<file path="config.mk">
export PLATFORM = sky130hd
export DESIGN_NAME = ps2_letter_decoder
export DESIGN_NICKNAME = d
export VERILOG_FILES = /design/src/rtl/ps2_letter_decoder.sv
export SDC_FILE = /design/constraint.sdc
export NUM_CORES = 1
export LEC_CHECK = 0
export ABC_AREA = 1
export BUFFER_PORTS_ARGS = -buffer_cell sky130_fd_sc_hd__buf_2
export CORE_ASPECT_RATIO = 1.75
export CORE_MARGIN = 3
export CORE_UTILIZATION = 44
export CTS_CLUSTER_DIAMETER = 200
export DETAILED_ROUTE_END_ITERATION = 12
export PLACE_DENSITY = 0.79
export SLEW_MARGIN = 20
export SYNTH_ARGS = -nofsm -noshare
export SYNTH_HDL_FRONTEND = slang
export SYNTH_SLANG_ARGS = --single-unit
</file>
<file path="constraint.sdc">
create_clock -name CLOCK_50 -period 1.9 [get_ports CLOCK_50]
set_input_delay 0.475 -clock CLOCK_50 [delete_from_list [all_inputs] [get_ports CLOCK_50]]
set_output_delay 0.475 -clock CLOCK_50 [all_outputs]
set_load 0.05 [all_outputs]
</file>
<file path="src/rtl/ps2_letter_decoder.sv">
// PS/2 set-2 byte stream to one-hot letter keystroke events for the Enigma rotor stage.
// Strips break/extended sequences, optionally suppresses typematic repeat, and acknowledges each byte.
module ps2_letter_decoder #(
  parameter int REPEAT_SUPPRESS = 1
) (
  input  logic        CLOCK_50,
  input  logic        reset,
  input  logic [7:0]  scan_code,
  input  logic        scan_ready,
  output logic        read,
  output logic [25:0] letter,
  output logic [4:0]  letter_idx,
  output logic        key_strobe,
  output logic        key_held
);

  typedef enum logic [1:0] {IDLE, BREAK, EXT, EXT_BREAK} state_t;

  localparam logic [7:0] CODE_BREAK = 8'hF0;
  localparam logic [7:0] CODE_EXT   = 8'hE0;

  state_t      state_q, state_d;
  logic        scan_ready_q;
  logic        read_q, read_d;
  logic        key_strobe_q, key_strobe_d;
  logic [25:0] letter_q, letter_d;
  logic [4:0]  letter_idx_q, letter_idx_d;
  logic        held_valid_q, held_valid_d;
  logic [4:0]  held_idx_q, held_idx_d;

  logic        accept;
  logic        is_letter;
  logic [4:0]  code_idx;

  assign accept = scan_ready && !scan_ready_q;

  // Set-2 make code to alphabet position.
  always_comb begin
    is_letter = 1'b1;
    code_idx  = 5'd0;
    case (scan_code)
      8'h1C: code_idx = 5'd0;
      8'h32: code_idx = 5'd1;
      8'h21: code_idx = 5'd2;
      8'h23: code_idx = 5'd3;
      8'h24: code_idx = 5'd4;
      8'h2B: code_idx = 5'd5;
      8'h34: code_idx = 5'd6;
      8'h33: code_idx = 5'd7;
      8'h43: code_idx = 5'd8;
      8'h3B: code_idx = 5'd9;
      8'h42: code_idx = 5'd10;
      8'h4B: code_idx = 5'd11;
      8'h3A: code_idx = 5'd12;
      8'h31: code_idx = 5'd13;
      8'h44: code_idx = 5'd14;
      8'h4D: code_idx = 5'd15;
      8'h15: code_idx = 5'd16;
      8'h2D: code_idx = 5'd17;
      8'h1B: code_idx = 5'd18;
      8'h2C: code_idx = 5'd19;
      8'h3C: code_idx = 5'd20;
      8'h2A: code_idx = 5'd21;
      8'h1D: code_idx = 5'd22;
      8'h22: code_idx = 5'd23;
      8'h35: code_idx = 5'd24;
      8'h1A: code_idx = 5'd25;
      default: is_letter = 1'b0;
    endcase
  end

  always_comb begin
    state_d      = state_q;
    read_d       = accept;
    key_strobe_d = 1'b0;
    letter_d     = letter_q;
    letter_idx_d = letter_idx_q;
    held_valid_d = held_valid_q;
    held_idx_d   = held_idx_q;
    if (accept) begin
      case (state_q)
        IDLE: begin
          if (scan_code == CODE_BREAK) begin
            state_d = BREAK;
          end else if (scan_code == CODE_EXT) begin
            state_d = EXT;
          end else if (is_letter &&
                       ((REPEAT_SUPPRESS == 0) || !held_valid_q || (held_idx_q != code_idx))) begin
            key_strobe_d = 1'b1;
            letter_d     = 26'd1 << code_idx;
            letter_idx_d = code_idx;
            held_idx_d   = code_idx;
            held_valid_d = 1'b1;
          end
        end
        BREAK: begin
          state_d = IDLE;
          // A break of an older, rolled-over key is consumed without releasing the held one.
          if (is_letter && held_valid_q && (held_idx_q == code_idx)) begin
            held_valid_d = 1'b0;
          end
        end
        EXT:       state_d = (scan_code == CODE_BREAK) ? EXT_BREAK : IDLE;
        EXT_BREAK: state_d = IDLE;
        default:   state_d = IDLE;
      endcase
    end
  end

  always_ff @(posedge CLOCK_50 or posedge reset) begin
    if (reset) begin
      state_q      <= IDLE;
      scan_ready_q <= 1'b0;
      read_q       <= 1'b0;
      key_strobe_q <= 1'b0;
      letter_q     <= 26'd0;
      letter_idx_q <= 5'd0;
      held_valid_q <= 1'b0;
      held_idx_q   <= 5'd0;
    end else begin
      state_q      <= state_d;
      scan_ready_q <= scan_ready;
      read_q       <= read_d;
      key_strobe_q <= key_strobe_d;
      letter_q     <= letter_d;
      letter_idx_q <= letter_idx_d;
      held_valid_q <= held_valid_d;
      held_idx_q   <= held_idx_d;
    end
  end

  assign read       = read_q;
  assign key_strobe = key_strobe_q;
  assign letter     = letter_q;
  assign letter_idx = letter_idx_q;
  assign key_held   = held_valid_q;

endmodule

</file>
==> flow_metrics.tcl <==
set metrics [dict create \
    outcome "finished, violations left" \
    violations "negative setup slack" \
    startpoint_type "input pin" \
    synth_cell_types 23 \
    clock_sinks 37 \
    ys_warn_count 0 \
    ys_ff_latch 37 \
    portBuffers 44 \
    crit_chain "buf_12 > inv_12 > nand2_4 > nor2_4 > buf_12 > nand2_2 > nand2_2 > nor2_4 > nand3_2 > nand2_1 > nand2_1 > nor2_2 > nand3_2 > nand2_2 > inv_2 > nand2_8 > buf_6 > buf_4 > nand2_1 > o21ai_0" \
    grt_max_degree 38 \
    place_hpwl_um 4459 \
    path_delay_family "simple AND/OR/NAND/NOR gates" \
    cts_tree "built" \
    hold_class "in2async" \
    antenna_cells 0 \
    setup_slack_ns -0.3967 \
    clock_path_buffers 2 \
    period_share_pct 120.9 \
    overflow 0 \
    final-max-slew-violation-count 0 \
    drt_wl_total_um 9579 \
    htreeDepth 2 \
    finalPower_mw 2.121 \
    relSlewSlack_pct 68.60 \
    seq_area_frac_synth_pct 44.71 \
    setup_viol_count_final 33 \
    clk_pin_slew_worst_paths_ns 0.08 \
    syn2layout_area_growth_pct 84.53 \
    wl_met3_um 682 \
    synthTopCellsByArea "dfrtp_1 (45%), nand2_1 (20%), o21ai_0 (5.1%)" \
    post_route_cells_drive_above_1_share_pct 60.84 \
    hold_viol_final 0 \
    ff2ff_path_depth 9 \
    clock_skew_ns 0.01038 \
    cts-root-buf "clkbuf_8" \
    avgViaCountPerCell 5.851 \
    cts_inserted_buffers 5 \
    clk_latency_ns 0.30 \
    ant_nets 0 \
    crit_path_max_fanout 7 \
    boundaryPins 45 \
    worst-setup-path-type "in2reg" \
    first_pass_iters 5 \
    initialDrtViolationCount 209 \
    first_global_vias 2505 \
    critical_path.slowest_cell "nor2_4" \
    required_ns 2.08 \
    total_leakage_power_nw 2.065 \
    maxUsedRoutingLayer "met4" \
    arrival_ns 2.47 \
    reg2reg_slack_ns -0.01 \
    dieArea_um2 5598 \
    drc 0 \
    initial_core_util_pct 46.18 \
    post_drt_wl_per_cell_um 20.96 \
    cp_num_buf_inv 6 \
    syn_area_per_cell_um2 7.240 \
    irDropWorstVdd_v 0.0006898 \
    maxCapViolCount 0 \
    final_cell_mix "buf_4 (61), nand2_1 (57), dfrtp_1 (37)" \
    syn_inst 286 \
    fin_setup_tns_ns -10.64 \
    power.density_nw_per_um2 555.0 \
    die_width_um 57.86 \
    routabilityCongestion 0.9994 \
    grt_pass1_wl_um 12130 \
    fin_crit_ns 2.297 \
    end_kind "register" \
    design.core.area_um2 4484 \
    fp.dieH_um 96.75 \
    rsz0062_at_grt "yes" \
    placementRows 32 \
    layout.nets 416 \
    hold_ws_ns 0.2777 \
    final_core_util_pct 85.21 \
    cp_slowest_stage_delay_ns 0.22 \
    syn-num-nets 297 \
    rr_endpoint "letter[15]$_DFFE_PP0P_" \
    num_vias 2674 \
    netlist_area_um2 2071 \
    worst_pin_slew_ns 0.4710 \
    fmax_mhz 435.4 \
    antenna_found_initial 0 \
    grt.total_usage_pct 27.67 \
    drt-met1-wl_um 3321 \
    r2r_start "state_q[0]$_DFFE_PP0P_" \
    layout_commonest_cell "buf_4" \
    synth_top_area_share_pct 44.71 \
    startpoint "scan_code[4]" \
    wl_met2_um 4859 \
    yosysTopAreaCell "dfrtp_1" \
    n_fill_cell 244 \
]
==> sequential cells by signal (all words and copies together), names as in the netlist <==
| signal | flops |
|---|---|
| letter | 26 |
| held_idx_q | 5 |
| state_q | 2 |
| key_held | 1 |
| key_strobe | 1 |
| read | 1 |
| scan_ready_q | 1 |
==> layer usage <==
| metal | up-vias | GRT usage, % |
|---|---|---|
| met4 | 0 | 15.36 |
| met3 | 66 | 4.940 |
| met2 | 180 | 47.21 |
| li1 | 1151 | - |
| met5 | - | 0 |
| met1 | 1277 | 31.26 |
==> worst max-delay path by stage <==
stage / end / cells past startpoint
after global routing: letter[11]$_DFFE_PP0P_ / 19
after floorplan: held_idx_q[0]$_DFFE_PP0P_ / 18
final: letter[15]$_DFFE_PP0P_ / 20
after global placement: letter[11]$_DFFE_PP0P_ / 17
after detailed placement: letter[9]$_DFFE_PP0P_ / 18
after CTS: letter[9]$_DFFE_PP0P_ / 20
==> worst register-to-register path, delay by kind of cell (launching register included) <==
| family | cells | cell delay, ns |
|---|---|---|
| buffers and inverters | 3 | 0.36 |
| AND/OR/NAND/NOR | 5 | 0.92 |
| flip-flops | 1 | 0.42 |
| AO/OA/AOI/OAI | 1 | 0.09 |
==> Yosys cell counts <==
master,number
nand4_1,7
buf_6,1
nand2_1,113
o21ai_0,21
nor4_1,1
o21ai_1,6
nand3_2,4
nand3_1,6
nand2_2,7
or2_2,1
dfrtp_1,37
nor2_1,24
a21oi_1,7
buf_2,4
nor2_2,8
nor3_1,4
inv_2,10
nand2_4,2
buf_8,1
nor2_4,3
nor3_2,1
inv_1,17
o22ai_1,1
==> repair_timing <==
item	in CTS	in global routing
hold buffers	0	0
setup buffers	17	20
gates resized for setup	80	91
pin swaps	15	41
hold endpoints to repair	0	0
setup endpoints to repair	30	33
cloned	2	1
==> area by class of cell <==
cell class | count | area [µm²] | area share (%)
well taps | 51 | 63.81 | 1.670
multi-input cells | 216 | 1579 | 41.32
flip-flops and latches | 37 | 925.9 | 24.23
clock inverters | 3 | 17.52 | 0.4584
repair buffers | 118 | 1003 | 26.26
clock buffers | 5 | 68.82 | 1.801
inverters | 27 | 162.7 | 4.257
==> logic make-up (layout without fill, tap and decap cells) <==
| kind of cell | Yosys count | count (layout) | share of synthesized area, % |
|---|---|---|---|
| simple gates | 181 | 181 | 39.64 |
| flops | 37 | 37 | 44.71 |
| compound gates | 35 | 35 | 8.520 |
| buf+inv | 33 | 153 | 7.130 |
==> through the flow <==
step           cell area (µm²)  cells  setup slack (ns)
2_1_floorplan             2228    286          -0.02334
3_3_place_gp              2776    413           -0.3807
3_5_place_dp              2776    413           -0.4570
4_1_cts                   3342    440          -0.09307
5_1_grt                   3821    457           -0.5046
6_report                  3821    457           -0.3967
==> where the power goes <==
group | switching, mW | internal (mW) | total (mW)
clock | 0.302 | 0.253 | 0.555
combinational | 0.437 | 0.241 | 0.678
sequential | 0.0507 | 0.837 | 0.888
(Power assumes the default switching activity.)
